===== src/rtl/vga_sync_gen_pkg.sv =====
// Shared types and constants for the VGA raster generator: phase enum,
// 640x480@60 default timing, and the axis-total helpers used for elaboration checks.
package vga_pkg;

    localparam int CW        = 10;
    localparam int MAX_TOTAL = 1 << CW;

    localparam int DEF_H_ACTIVE = 640;
    localparam int DEF_H_FRONT  = 16;
    localparam int DEF_H_SYNC   = 96;
    localparam int DEF_H_BACK   = 48;
    localparam int DEF_V_ACTIVE = 480;
    localparam int DEF_V_FRONT  = 10;
    localparam int DEF_V_SYNC   = 2;
    localparam int DEF_V_BACK   = 33;

    typedef enum logic [1:0] {
        PH_ACTIVE = 2'd0,
        PH_FRONT  = 2'd1,
        PH_SYNC   = 2'd2,
        PH_BACK   = 2'd3
    } phase_e;

    function automatic int axis_total(input int a, input int f, input int s, input int b);
        return a + f + s + b;
    endfunction

    // An axis fits only if its whole period is countable in CW bits.
    function automatic bit timing_ok(input int a, input int f, input int s, input int b);
        return axis_total(a, f, s, b) <= MAX_TOTAL;
    endfunction

endpackage


===== src/rtl/vga_sync_gen_if.sv =====
// Raster bundle between the sync generator (master) and the pixel/blanking logic (slave).
interface vga_sync_gen_if;
    import vga_pkg::*;

    logic          pix_en;
    logic [CW-1:0] hpos;
    logic [CW-1:0] vpos;
    logic          hsync;
    logic          vsync;
    logic          active;
    logic          line_start;
    logic          frame_start;
    logic [7:0]    frame_cnt;

    modport master (
        input  pix_en,
        output hpos, vpos, hsync, vsync, active, line_start, frame_start, frame_cnt
    );

    modport slave (
        output pix_en,
        input  hpos, vpos, hsync, vsync, active, line_start, frame_start, frame_cnt
    );

endinterface


===== src/rtl/vga_sync_gen_axis_counter.sv =====
// One raster axis: a wrapping counter plus an ACTIVE/FRONT/SYNC/BACK phase FSM,
// both advancing only on step. Used once for horizontal, once for vertical.
module vga_axis_counter
    import vga_pkg::*;
#(
    parameter int ACT   = DEF_H_ACTIVE,
    parameter int FRONT = DEF_H_FRONT,
    parameter int SYNC  = DEF_H_SYNC,
    parameter int BACK  = DEF_H_BACK
) (
    input  logic          clk,
    input  logic          rst,
    input  logic          step,
    output logic [CW-1:0] count_o,
    output phase_e        phase_o,
    output logic          wrap_o,
    output logic          in_sync_o
);

    localparam int TOTAL = axis_total(ACT, FRONT, SYNC, BACK);
    localparam logic [CW-1:0] END_ACT   = CW'(ACT - 1);
    localparam logic [CW-1:0] END_FRONT = CW'(ACT + FRONT - 1);
    localparam logic [CW-1:0] END_SYNC  = CW'(ACT + FRONT + SYNC - 1);
    localparam logic [CW-1:0] END_BACK  = CW'(TOTAL - 1);

    logic [CW-1:0] count_q, count_d;
    logic [CW-1:0] phase_end;
    logic          at_end;
    phase_e        phase_q, phase_d;

    assign at_end  = (count_q == END_BACK);
    assign count_d = at_end ? '0 : count_q + CW'(1);
    assign wrap_o  = step & at_end;
    assign count_o = count_q;

    always_ff @(posedge clk) begin
        if (rst)       count_q <= '0;
        else if (step) count_q <= count_d;
    end

    always_ff @(posedge clk) begin
        if (rst)       phase_q <= PH_ACTIVE;
        else if (step) phase_q <= phase_d;
    end

    always_comb begin
        phase_end = END_BACK;
        unique case (phase_q)
            PH_ACTIVE: phase_end = END_ACT;
            PH_FRONT:  phase_end = END_FRONT;
            PH_SYNC:   phase_end = END_SYNC;
            PH_BACK:   phase_end = END_BACK;
        endcase
    end

    always_comb begin
        phase_d = phase_q;
        if (count_q == phase_end) begin
            unique case (phase_q)
                PH_ACTIVE: phase_d = PH_FRONT;
                PH_FRONT:  phase_d = PH_SYNC;
                PH_SYNC:   phase_d = PH_BACK;
                PH_BACK:   phase_d = PH_ACTIVE;
            endcase
        end
    end

    always_comb begin
        phase_o   = phase_q;
        in_sync_o = (phase_q == PH_SYNC);
    end

endmodule


===== src/rtl/vga_sync_gen.sv =====
// VGA raster timing generator; all outputs registered from the axis counters.
// Define VGA_SYNC_GEN_FRAME_CNT_EN to build the 8-bit frame counter (else frame_cnt = 0).
module vga_sync_gen
    import vga_pkg::*;
#(
    parameter int H_ACTIVE = DEF_H_ACTIVE,
    parameter int H_FRONT  = DEF_H_FRONT,
    parameter int H_SYNC   = DEF_H_SYNC,
    parameter int H_BACK   = DEF_H_BACK,
    parameter int V_ACTIVE = DEF_V_ACTIVE,
    parameter int V_FRONT  = DEF_V_FRONT,
    parameter int V_SYNC   = DEF_V_SYNC,
    parameter int V_BACK   = DEF_V_BACK,
    parameter bit SYNC_POL = 1'b0
) (
    input  logic           clk,
    input  logic           rst,
    vga_sync_gen_if.master vga
);

    if (!timing_ok(H_ACTIVE, H_FRONT, H_SYNC, H_BACK) ||
        !timing_ok(V_ACTIVE, V_FRONT, V_SYNC, V_BACK)) begin : g_bad_timing
        $error("vga_sync_gen: axis total exceeds %0d", MAX_TOTAL);
    end

    logic [CW-1:0] h_cnt, v_cnt;
    phase_e        h_phase, v_phase;
    logic          h_wrap, v_wrap, h_in_sync, v_in_sync;

    vga_axis_counter #(.ACT(H_ACTIVE), .FRONT(H_FRONT), .SYNC(H_SYNC), .BACK(H_BACK)) u_h (
        .clk(clk), .rst(rst), .step(vga.pix_en),
        .count_o(h_cnt), .phase_o(h_phase), .wrap_o(h_wrap), .in_sync_o(h_in_sync)
    );

    // h_wrap already carries pix_en, so the vertical axis steps once per line.
    vga_axis_counter #(.ACT(V_ACTIVE), .FRONT(V_FRONT), .SYNC(V_SYNC), .BACK(V_BACK)) u_v (
        .clk(clk), .rst(rst), .step(h_wrap),
        .count_o(v_cnt), .phase_o(v_phase), .wrap_o(v_wrap), .in_sync_o(v_in_sync)
    );

    logic [CW-1:0] hpos_q, vpos_q;
    logic          hsync_q, vsync_q, active_q, line_start_q, frame_start_q;

    always_ff @(posedge clk) begin
        if (rst) begin
            hpos_q        <= '0;
            vpos_q        <= '0;
            hsync_q       <= ~SYNC_POL;
            vsync_q       <= ~SYNC_POL;
            active_q      <= 1'b0;
            line_start_q  <= 1'b0;
            frame_start_q <= 1'b0;
        end else if (vga.pix_en) begin
            hpos_q        <= h_cnt;
            vpos_q        <= v_cnt;
            hsync_q       <= h_in_sync ? SYNC_POL : ~SYNC_POL;
            vsync_q       <= v_in_sync ? SYNC_POL : ~SYNC_POL;
            active_q      <= (h_phase == PH_ACTIVE) && (v_phase == PH_ACTIVE);
            line_start_q  <= (h_cnt == '0);
            frame_start_q <= (h_cnt == '0) && (v_cnt == '0);
        end
    end

    assign vga.hpos        = hpos_q;
    assign vga.vpos        = vpos_q;
    assign vga.hsync       = hsync_q;
    assign vga.vsync       = vsync_q;
    assign vga.active      = active_q;
    assign vga.line_start  = line_start_q;
    assign vga.frame_start = frame_start_q;

`ifdef VGA_SYNC_GEN_FRAME_CNT_EN
    logic [7:0] frame_cnt_q;

    always_ff @(posedge clk) begin
        if (rst)         frame_cnt_q <= '0;
        else if (v_wrap) frame_cnt_q <= frame_cnt_q + 8'd1;
    end

    assign vga.frame_cnt = frame_cnt_q;
`else
    assign vga.frame_cnt = '0;
`endif

endmodule


===== src/flat_wrapper.sv =====
// flat-port wrapper written by rule: the top's interface ports become plain ports
module vga_sync_gen_flat import vga_pkg::*;
#(
    parameter int H_ACTIVE = DEF_H_ACTIVE,
    parameter int H_FRONT  = DEF_H_FRONT,
    parameter int H_SYNC   = DEF_H_SYNC,
    parameter int H_BACK   = DEF_H_BACK,
    parameter int V_ACTIVE = DEF_V_ACTIVE,
    parameter int V_FRONT  = DEF_V_FRONT,
    parameter int V_SYNC   = DEF_V_SYNC,
    parameter int V_BACK   = DEF_V_BACK,
    parameter bit SYNC_POL = 1'b0
)
  (clk, rst, vga_pix_en, vga_hpos, vga_vpos, vga_hsync, vga_vsync, vga_active, vga_line_start, vga_frame_start, vga_frame_cnt);
  vga_sync_gen_if vga_i ();
  input  logic clk;
  input  logic rst;
  input wire logic [$bits(vga_i.pix_en)-1:0] vga_pix_en;
  output wire logic [$bits(vga_i.hpos)-1:0] vga_hpos;
  output wire logic [$bits(vga_i.vpos)-1:0] vga_vpos;
  output wire logic [$bits(vga_i.hsync)-1:0] vga_hsync;
  output wire logic [$bits(vga_i.vsync)-1:0] vga_vsync;
  output wire logic [$bits(vga_i.active)-1:0] vga_active;
  output wire logic [$bits(vga_i.line_start)-1:0] vga_line_start;
  output wire logic [$bits(vga_i.frame_start)-1:0] vga_frame_start;
  output wire logic [$bits(vga_i.frame_cnt)-1:0] vga_frame_cnt;
  assign vga_i.pix_en = vga_pix_en;
  assign vga_hpos = vga_i.hpos;
  assign vga_vpos = vga_i.vpos;
  assign vga_hsync = vga_i.hsync;
  assign vga_vsync = vga_i.vsync;
  assign vga_active = vga_i.active;
  assign vga_line_start = vga_i.line_start;
  assign vga_frame_start = vga_i.frame_start;
  assign vga_frame_cnt = vga_i.frame_cnt;
  vga_sync_gen #(.H_ACTIVE(H_ACTIVE), .H_FRONT(H_FRONT), .H_SYNC(H_SYNC), .H_BACK(H_BACK), .V_ACTIVE(V_ACTIVE), .V_FRONT(V_FRONT), .V_SYNC(V_SYNC), .V_BACK(V_BACK), .SYNC_POL(SYNC_POL)) u_core (.clk(clk), .rst(rst), .vga(vga_i));
endmodule

===== config.mk =====
export PLATFORM = sky130hd
export DESIGN_NAME = vga_sync_gen_flat
export DESIGN_NICKNAME = d
export VERILOG_FILES = /design/src/rtl/vga_sync_gen_pkg.sv /design/src/rtl/vga_sync_gen_if.sv /design/src/rtl/vga_sync_gen_axis_counter.sv /design/src/rtl/vga_sync_gen.sv /design/src/flat_wrapper.sv
export SDC_FILE = /design/constraint.sdc
export NUM_CORES = 1
export LEC_CHECK = 0
export ABC_AREA = 1
export CAP_MARGIN = 20
export CORE_AREA = 2 2 71 73
export DETAILED_ROUTE_END_ITERATION = 6
export DIE_AREA = 0 0 73 75
export PLACE_DENSITY = 0.83
export SLEW_MARGIN = 30
export SYNTH_ARGS = -nofsm -noshare
export SYNTH_HDL_FRONTEND = slang
export SYNTH_SLANG_ARGS = --single-unit

===== constraint.sdc =====
create_clock -name clk -period 2 [get_ports clk]
set_clock_uncertainty 0.1 [all_clocks]
set_input_delay 0.4 -clock clk [delete_from_list [all_inputs] [get_ports clk]]
set_output_delay 0.4 -clock clk [all_outputs]
set_load 0.03 [all_outputs]

Word level (Yosys, flattened, before mapping)
Index checks and enable logic that the tools add are counted.
- add/sub/neg operators: 2
- reductions and logical operators: 8
- bitwise gates (word level): 1
- mux-type cells: 8
- equal/unequal tests: 10
- operators with widths (cell ; number):
    one-hot mux 10 bit (4 select lines) ; 2
    adder 10 x 1 -> 10 bit (second input constant) ; 2
    == test 10 bit ; 2
    == test 10 bit (second input constant) ; 2
    logical NOT 10 bit ; 2
    2-to-1 mux 10 bit ; 2
    one-hot mux 2 bit (4 select lines) ; 2
    == test 2 bit (second input constant) ; 4
    == test 2 x 1 -> 1 bit (second input constant) ; 2
    logical NOT 2 bit ; 2
    AND reduction 2 bit ; 2
    logical AND 1 bit ; 2
    2-to-1 mux 1 bit ; 2
    bitwise AND 1 bit ; 1
- logic and storage cells: 40
- flip-flop bits (word level): 49
- bits of input ports: 3

Longest topological paths before layout
Gate-level depths: netlist of run 1.
- depth after elaboration: 4
- depth in mapped cells: 12

Cells and area by module
From an unflattened synthesis of run 1, not the netlist that was laid out.
- cell total of the unflattened synthesis: 357
- area, all modules: 2523.7 um2
- modules (own cells, without submodules) (module ; times used ; area each (um2) ; seq. area each (um2) ; cells each):
    vga_sync_gen ; 1 ; 991.0 ; 500.5 ; 130
    vga_axis_counter (u_core.u_h) ; 1 ; 793.3 ; 240.2 ; 119
    vga_axis_counter (u_core.u_v) ; 1 ; 739.5 ; 240.2 ; 108

Worst setup path before layout of run 1
OpenSTA, ideal clock, no wires.
- path kind: flip-flop to flip-flop
- from: reg u_core.u_v.phase_q[0], in the netlist u_core.u_v.phase_o[0]
- to: reg u_core.u_v.phase_q[1], in the netlist u_core.u_v.phase_o[1]
- arrival time: 1.413 ns
- buffers on the path: 0
- data required time: 1.787 ns
- slack: 0.374 ns
- cell stages (with the launch flop): 11
- cells stage by stage: dfxtp_1 -> inv_1 -> ha_1 -> inv_1 -> nand2_1 -> o21ai_0 -> inv_1 -> nor2_1 -> nand3_2 -> nor2_1 -> nor2_1
- cells in the longest elaborated chain, start to end: 4
- RTL lines (element ; RTL line ; source):
    from (decl) ; vga_sync_gen_axis_counter.sv:29 ; phase_e phase_q, phase_d;
    from (signal assigned) ; vga_sync_gen_axis_counter.sv:43 ; else if (step) phase_q <= phase_d;
    == test 2 bit, or another cell as far along ; vga_sync_gen_axis_counter.sv:48 ; unique case (phase_q)
    one-hot mux 10 bit (4 select lines) (*) ; vga_sync_gen_axis_counter.sv:48 ;
    net u_core.u_v.phase_end[5] ; vga_sync_gen_axis_counter.sv:27 ; logic [CW-1:0] phase_end;
    == test 10 bit (*) ; vga_sync_gen_axis_counter.sv:58 ; if (count_q == phase_end) begin
    AND reduction 2 bit (no line) (*) ; n/a ;
The timed path passes the listed nets; every way through them passes the cells marked *. The select of a mux whose other input is x is not followed.
A chain may end at the register's enable or synchronous reset.

Final worst setup path of run 1
- from: reg u_core.hpos_q[0], in the netlist u_core.vga.hpos[0]
- to: out vga_hpos[0]
- RTL lines (element ; RTL line ; source):
    from (decl) ; vga_sync_gen.sv:41 ; logic [CW-1:0] hpos_q, vpos_q;
    from (signal assigned) ; vga_sync_gen.sv:54 ; hpos_q <= h_cnt;
    to (decl) ; flat_wrapper.sv:19 ; output wire logic [$bits(vga_i.hpos)-1:0] vga_hpos;
No word-level cell between the ends.

==> impl_metrics.csv, run 1 <==
group,metric,value,unit
sta,min_period,1.83,ns
critical_path,crit_chain,"clkdlybuf4s50_1",
critical_path,cp_slowest_cell,"clkdlybuf4s50_1",
synthesis,netlist.area_leader.share,0.398,
sta,layout_setup_ws,0.168,ns
critical_path,cp_num_buf_inv,1,
route,drt_wl_total,5490,um
finish,final_area,2910,um^2
critical_path,slowest_delay,0.67,ns
synthesis,syn_area,2470,um^2
sta,fmax,0.546,GHz
pwr,power_density,619,nW/um^2
critical_path,cp.required,1.50,ns
min_path,worst_hold_path_type,"reg2reg",
pwr,p_clk_frac,0.319,
cts,path_clk_slew,0.09,ns
pwr,switching_share,0.268,
sta,drv_slew,0,
grt,grt_pass1_vias,2118,
critical_path,crit_path_start_kind,"flip-flop",
critical_path,setup.worst_path.end_class,"output port",
place,gp_congestion,0.897,
pwr,p_switching,0.483,mW
die,die-area,5480,um^2
synthesis,yosysSeqAreaShare,0.398,
pwr,ir_drop,0.381,mV
place,io_buffers,27,
synthesis,synth_cell_types,28,
grt,antenna_found_initial,0,
cts,ctsHtreeMaxLevel,2,
place,dpl_worst_slack,0.0213,ns
die,ios,36,
grt,grt_max_degree,25,
cts,cts_setup_buffers,0,
route,drc,0,
pwr,p_leak,1.24,nW
synthesis,synth_cells,349,
finish,utilization,0.625,
place,placed_area,2830,um^2
grt,grt_pass1_wl,9340,um
cts,clock_latency,0.31,ns
finish,n_fill_cell,416,
sta,rsz0062_at_grt,"false",
sta,fin_crit_sh,0.916,
synthesis,ys_seq_elements,49,
route,ant_nets,0,
die,start_util,0.529,
cts,cts_buffer_depth,2,
route,drt_iter0_drc,206,
finish,nNetsFinal,399,
route,first_pass_iters,5,
route,avgRoutedWirePerCell,12.5,um
route,vias,2272,
die,core_area,4660,um^2
die,rows,25,
synthesis,synth_top_cell_by_area,"dfxtp_1",
critical_path,cp_max_fo,2,
die,die_h,75,um
synthesis,yosysWarnings,0,
synthesis,synth_edf_count,0,
synthesis,ys_top_cells_by_area,"dfxtp_1 (40%), nand2_1 (10%), nor2_1 (7.2%)",
sta,finalHoldViolCount,0,
critical_path,cpLargestDelayFamily,"buffers and inverters",
critical_path,path_class,"reg2out",
cts,cts_made_buffers,5,
critical_path,arrival,1.33,ns
cts,cts_sinks,49,
sta,tns,0,ns
synthesis,postSynthAreaPerCell,7.07,um^2
pwr,pwr-share-seq,0.564,
place,hpwl,4140,um
route,vias_per_cell,5.16,
pwr,p_comb_frac,0.117,
run_status,outcome,"completed",
finish,synthToLayoutAreaGrowth,18.1,%
finish,antennaDiodeCount,0,
cts,root_buffer,"clkbuf_8",
synthesis,synthArstFlopShare,0,
grt,grt_overflow,0,
die,fp.dieW,73,um
pwr,power.total,1.80,mW
pwr,power.internal,1.32,mW
cts,cts_tree,"yes",
finish,drive_gt1_frac,0.0777,
sta,setup_viol,0,
run,drv_cap,0,
synthesis,ys.flop_type,"dfxtp_1",
grt,track_usage,0.223,
==> cell usage after synthesis, types with 2 or more instances <==
library cell	count
a211oi_1	3
a21oi_1	35
buf_2	2
buf_4	8
clkbuf_1	8
dfxtp_1	49
ha_1	11
inv_1	42
nand2_1	68
nand3_1	19
nand3_2	3
nand3b_1	2
nand4_1	4
nor2_1	47
nor3_1	5
o21ai_0	25
xor2_1	7
==> cell type report <==
cell class	count	area (um^2)	share of cell area
Multi-Input combinational cell	245	1250	0.428
Timing Repair Buffer	40	368	0.126
Sequential cell	49	982	0.337
Inverter	44	165	0.0567
Clock buffer	6	72.6	0.0249
Tap cell	54	67.6	0.0232
Clock inverter	2	10.0	0.00344
==> cells by family (layout without fill, tap and decap cells) <==
family                   Yosys count  count (layout)  share of synthesized area
AO/OA/AOI/OAI                     65              65                      0.136
XOR/XNOR                           7               7                     0.0249
adder cells (fa/ha/maj)           11              11                     0.0558
buffers and inverters             62              92                      0.108
flip-flops                        49              49                      0.398
other                              1               8                    0.00152
AND/OR/NAND/NOR                  154             154                      0.276
==> per-layer routing <==
metal | vias to the layer above | GRT usage | wire length (um)
met5 | - | 0 | 0
met2 | 76 | 0.341 | 2420
li1 | 1168 | - | -
met1 | 1022 | 0.297 | 2620
met3 | 6 | 0.0509 | 359
met4 | 0 | 0.111 | 79
==> what timing repair did <==
action | CTS | global route
hold buffers | 0 | 0
endpoints found under the hold margin | 0 | 0
endpoints found under the setup margin | 0 | 1
resized for setup | 0 | 1
==> stage by stage <==
stage	cells	hold slack [ns]
after floorplan	356	0.368
after global placement	432	0.351
after detailed placement	432	0.360
after CTS	440	0.374
after global routing	440	0.400
final	440	0.372
==> final timing paths <==
kind	from	to	slack, ns	cells after the start
setup / recovery	u_core.vga.hpos[0]$_SDFFE_PP0P_	vga_hpos[0]	0.17	1
hold / removal	u_core.vga.line_start$_SDFFE_PP0P_	u_core.vga.line_start$_SDFFE_PP0P_	0.37	2
hold reg to reg	u_core.vga.line_start$_SDFFE_PP0P_	u_core.vga.line_start$_SDFFE_PP0P_	0.37	2
setup reg to reg	u_core.u_v.count_o[1]$_SDFFE_PP0P_	u_core.u_v.count_o[9]$_SDFFE_PP0P_	0.23	7
==> sequential cells by signal, indices dropped and copies added (netlist names) <==
register / flops
u_core.u_h.count_o: 10
u_core.u_h.phase_o: 2
u_core.u_v.count_o: 10
u_core.u_v.phase_o: 2
u_core.vga.active: 1
u_core.vga.frame_start: 1
u_core.vga.hpos: 10
u_core.vga.hsync: 1
u_core.vga.line_start: 1
u_core.vga.vpos: 10
u_core.vga.vsync: 1
==> placed cells by master, fill, tap and decap left out <==
cell and instances:
nor2_4 1, nand2_2 1, dfxtp_1 48, clkbuf_8 5, a21oi_1 35, dfxtp_2 1
buf_4 13, clkinv_2 2, inv_2 1, clkbuf_1 1, o21ai_0 25, a211oi_1 3
nand3_1 19, nand2_4 1, nor3b_1 1, clkdlybuf4s50_1 27, ha_1 11, nand3b_1 2
conb_1 8, o21a_1 1, inv_1 42, nand3_2 3, nand2_1 68, nor3_1 5
nand4_1 4, nor3_4 1, nor2_1 47, o22ai_1 1, xor2_1 7, clkinv_1 1
or2_2 1
==> power by group through the flow <==
stage	combinational [mW]	clock, mW	sequential, mW
3_5_place_dp	0.210	0	1.04
6_report	0.212	0.574	1.02
4_1_cts	0.211	0.578	1.02
2_1_floorplan	0.0965	0	1.08
5_1_grt	0.231	0.623	1.02
3_3_place_gp	0.208	0	1.04
Note: power is estimated with default switching activity, not from simulation.
==> inputs of run 2 (changes only) <==
--- a/config.mk
+++ b/config.mk
@@ -6,11 +6,12 @@
 export NUM_CORES = 1
 export LEC_CHECK = 0
 export ABC_AREA = 1
+export ABC_CLOCK_PERIOD_IN_PS = 2000
 export CAP_MARGIN = 20
-export CORE_AREA = 2 2 71 73
+export CORE_AREA = 2 2 55 95
 export DETAILED_ROUTE_END_ITERATION = 6
-export DIE_AREA = 0 0 73 75
-export PLACE_DENSITY = 0.83
+export DIE_AREA = 0 0 57 97
+export PLACE_DENSITY = 0.82
 export SLEW_MARGIN = 30
 export SYNTH_ARGS = -nofsm -noshare
 export SYNTH_HDL_FRONTEND = slang
==> impl_metrics.csv, run 2 (same netlist as run 1, synthesis figures left out) <==
group,metric,value,unit
die,die-area,5530,um^2
critical_path,cp_num_buf_inv,1,
grt,top_usage_layer,"met2",
run,drv_cap,0,
sta,fin_crit_sh,0.927,
sta,max_slew_margin,0.668,
critical_path,cp.required,1.50,ns
cts,cts_tree,"yes",
grt,grt_max_degree,29,
die,ios,36,
die,start_util,0.524,
cts,cts_setup_buffers,0,
critical_path,cp_max_fo,2,
route,avgRoutedWirePerCell,13.8,um
die,fp.dieW,57,um
critical_path,crit_chain,"clkdlybuf4s50_1",
die,die_h,97,um
place,hpwl,4700,um
run_status,outcome,"completed",
cts,cts_sinks,49,
finish,final_common_cell,"nand2_1",
sta,setup_viol,0,
cts,root_buffer,"clkbuf_8",
cts,clock_latency,0.30,ns
grt,grtUsageMet3,0.0307,
pwr,power.total,1.82,mW
critical_path,slowest_delay,0.71,ns
place,gp_congestion,0.875,
grt,met1_usage,0.229,
place,numPlacedInstances,432,
finish,nNetsFinal,401,
cts,cts_buffer_depth,2,
route,vias,2295,
pwr,p_leak,1.25,nW
route,ant_nets,0,
pwr,ir_drop,0.529,mV
cts,cts_made_buffers,5,
place,io_buffers,27,
min_path,worst_hold_path_type,"reg2reg",
grt,grt_pass1_wl,10100,um
grt,grt_overflow,0,
critical_path,setup.worst_path.end_class,"output port",
place,dpl_worst_slack,-0.0185,ns
route,drt_iter0_drc,45,
die,rows,33,
cts,ctsHtreeMaxLevel,2,
finish,utilization,0.623,
finish,antennaDiodeCount,0,
sta,rsz0062_at_grt,"false",
finish,synthToLayoutAreaGrowth,18.8,%
die,core_area,4710,um^2
sta,tns,0,ns
sta,finalHoldViolCount,0,
route,drt_wl_total,6070,um
route,first_pass_iters,4,
critical_path,path_class,"reg2out",
finish,layout_common_cells,"nand2_1 (68), dfxtp_1 (48), nor2_1 (46)",
route,drc,0,
finish,final_cells,439,
cts,path_clk_slew,0.09,ns
sta,worstMarginPinSlew,0.493,ns
grt,track_usage,0.231,
sta,drv_slew,0,
critical_path,cp_slowest_cell,"clkdlybuf4s50_1",
critical_path,crit_path_start_kind,"flip-flop",
critical_path,arrival,1.35,ns
critical_path,cpLargestDelayFamily,"buffers and inverters",
sta,layout_setup_ws,0.145,ns
sta,fmax,0.539,GHz
sta,min_period,1.85,ns
grt,antenna_found_initial,0,
grt,use_met2,0.422,
grt,grt_pass1_vias,2316,
pwr,power_density,620,nW/um^2
finish,drive_gt1_frac,0.0827,
route,vias_per_cell,5.23,
run 2: power by group:
part	leakage [nW]	switching [mW]	internal, mW
Clock	0.0443	0.316	0.275
Combinational	0.801	0.136	0.0732
Sequential	0.400	0.0158	1.00
Total	1.25	0.467	1.35
run 2: final timing paths:
| check | start | endpoint | slack (ns) | depth (start not counted) |
|---|---|---|---|---|
| hold / removal | u_core.vga.line_start$_SDFFE_PP0P_ | u_core.vga.line_start$_SDFFE_PP0P_ | 0.37 | 2 |
| hold reg to reg | u_core.vga.line_start$_SDFFE_PP0P_ | u_core.vga.line_start$_SDFFE_PP0P_ | 0.37 | 2 |
| setup / recovery | u_core.vga.vpos[5]$_SDFFE_PP0P_ | vga_vpos[5] | 0.15 | 1 |
| setup reg to reg | u_core.u_v.count_o[0]$_SDFFE_PP0P_ | u_core.u_v.count_o[2]$_SDFFE_PP0P_ | 0.16 | 7 |
run 2: layout make-up:
class                           instances  area, um^2
Clock buffer                            7        86.3
Fill cell                             481        1780
Inverter                               44         165
Multi-Input combinational cell        245        1250
Sequential cell                        49         982
Tap cell                               52        65.1
Timing Repair Buffer                   42         383
run 2: timing repair:
item / 4_1_cts / 5_1_grt
resized for setup: 0 / 3
hold buffers: 0 / 0
endpoints found under the setup margin: 0 / 2
run 2: worst reg2reg max path: stages (launching register included):
cell	delay, ns
dfxtp_1	0.37
inv_1	0.14
ha_1	0.24
nand3_1	0.09
o21ai_0	0.42
nand2_1	0.22
o21ai_0	0.12
nor2_1	0.06
run 2: layer usage:
layer	share of wire	routed length (um)
met3	0.020	124
met2	0.57	3440
met1	0.37	2260
met4	0.040	241
met5	0	0
run 2: per-stage QoR:
stage                     hold slack [ns]  area [um^2]
after floorplan                     0.368         2490
after global placement              0.353         2840
after detailed placement            0.362         2840
after CTS                           0.376         2930
after global routing                0.395         2930
final                               0.371         2930
==> RTL edit (flow settings as in run 1) <==
Build with the macro `VGA_SYNC_GEN_FRAME_CNT_EN` defined.
--- a/src/rtl/vga_sync_gen.sv
+++ b/src/rtl/vga_sync_gen.sv
@@ -1,4 +1,6 @@
 // VGA raster timing generator; all outputs registered from the axis counters.
 // Define VGA_SYNC_GEN_FRAME_CNT_EN to build the 8-bit frame counter (else frame_cnt = 0).
+`define VGA_SYNC_GEN_FRAME_CNT_EN
+
 module vga_sync_gen
     import vga_pkg::*;
Behaviour: no difference found for any inputs over 10 cycles, from zero or initial values and one cycle with rst high; that may be too few to reach the edited logic, so the function may still have changed.
==> RTL edit against run 1 <==
Wire length grew 19%. Core utilization rose by 10 points. Area after synthesis grew 13%. Count of clock-buffer cells in the layout increased by 7. Total power increased by 24%. Design area increased by 16%. Clock power up 48%. Combinational power is 3% lower. Sequential cell count up 8. Critical path depth unchanged. Setup slack got worse by 0.097 ns. Via count grew 15%. Sequential power is 16% higher.
==> RTL edit: results (changes against run 1) <==
Synthesis
  – Register area share after synthesis: 0.410 (+0.0119)
  – Most area-consuming cells after synthesis: dfxtp_1, nand2_1, a21oi_1
  – Post-synth ARST share: 0 (unchanged)
  – Average size of a mapped cell: 7.31 sq um (+3.5%)
  – Syn Nets: 396
  – Yosys cell types: 34 (+21%)
  – Commonest cells in the netlist: nand2_1, dfxtp_1, nor2_1
  – Yosys warns: 0 (unchanged)

Route
  – Drt initial violations: 168 (-18%)
  – Vias per cell: 5.39 (+4.4%)
  – Routed WL: 6510 microns (+19%)
  – 1st-pass router iterations: 4 (-1)

Finish
  – Fraction of layout cells with a size suffix above 1: 0.0907 (+0.0130)
  – Fill cells: 384 (-7.7%)
  – Non-filler instance count after layout: 484 (+10%)
  – Nets: 442 (+11%)
  – Diode count: 0 (unchanged)

Place
  – Post-place setup slack: 0.0153 ns (-0.00603 ns)
  – Placed Area: 0.00324 sq mm (+15%)
  – Routability congestion estimate: 0.902 (+0.51%)
  – Input/output buffers: 35 (+30%)
  – Hpwl dp: 4730 microns (+14%)
  – Placed cells: 470 (+8.8%)

Pwr
  – Peak VDD IR: 535 uV (+40%)
  – Clk network pwr share: 0.380 (+0.061)
  – Pwr top: registers
  – Sequential logic power: 1.18 mW (+16%)
  – P_int: 1.68 mW (+27%)
  – Pleak: 1.40 nW (+14%)

Global routing
  – Vias in the first global route: 2433 (+15%)
  – First-pass GRT wire length: 11100 microns (+19%)
  – Largest net degree at the start of global routing: 22 (-12%)
  – Antenna violations before repair: 0 (unchanged)
  – Tot GR Track Use: 0.265 (+0.0416)

CTS
  – H-tree Lvls: 3 (+1)
  – Clock-pin transition on the worst setup and hold timing paths: 0.06 ns (-0.03 ns)
  – Clk_lat worst skew: 0.33 ns (+0.02 ns)
  – CTS max path bufs: 2 (unchanged)
  – CTS buffer count: 9 (+4)
  – Root buf cell: clkbuf_8

Setup path
  – CP max-delay cell: clkdlybuf4s50_1
  – CP Data Arrival Time: 1.43 ns (+0.10 ns)
  – Max FO, Critical Path: 5 (+3)
  – Worst path top cell family by delay: buffers and inverters
  – Max incr delay on CP: 0.70 ns (+0.03 ns)

Min path
  – Hold Path Class: reg2reg

Outcome
  – Result of the run: finished, final reports clean

Timing
  – Worst-Margin Slew: 0.370 ns
==> RTL edit: stage by stage <==
step / util / power, mW
detailed placement: 0.695 / 1.41
floorplan: - / 1.33
global placement: 0.695 / 1.41
CTS: 0.726 / 2.25
global route: 0.727 / 2.32
finish: 0.727 / 2.24
==> RTL edit: layout make-up <==
class,instances,area (sq um),area share
repair buffers,46,435,0.129
multi-input cells,270,1440,0.425
clock inverters,1,5.00,0.00148
flip-flops and latches,57,1140,0.337
clock buffers,13,139,0.0410
well taps,54,67.6,0.0199
inverters,43,161,0.0476
==> RTL edit: final timing paths <==
check,depth (start not counted),endpoint,from,slack [ns]
worst min-delay path,2,u_core.vga.hpos[9],u_core.vga.hpos[9],0.36
worst max register to register,9,u_core.u_v.count_o[4],u_core.u_h.count_o[0],0.17
worst min register to register,2,u_core.vga.hpos[9],u_core.vga.hpos[9],0.36
worst max-delay path,1,vga_frame_cnt[2],u_core.vga.frame_cnt[2],0.07
==> RTL edit: what timing repair did <==
item / 4_1_cts / 5_1_grt
resized for setup: 0 / 2
buffers inserted: 0 / 0
setup endpoints to repair: 0 / 3
hold endpoints to repair: 0 / 0
==> RTL edit: kinds of logic after synthesis <==
logic type,synth area share
xor+xnor,0.0283
flops,0.410
buf+inv,0.0746
compound gates,0.143
simple gates,0.290
fa+ha+maj,0.0539
==> RTL edit: per-layer routing <==
layer / global-route usage / routed length (microns) / share of wire
met2: 0.425 / 2990 / 0.46
met5: 0 / 0 / 0
met4: 0.117 / 107 / 0.016
met1: 0.345 / 3090 / 0.48
met3: 0.0549 / 314 / 0.048
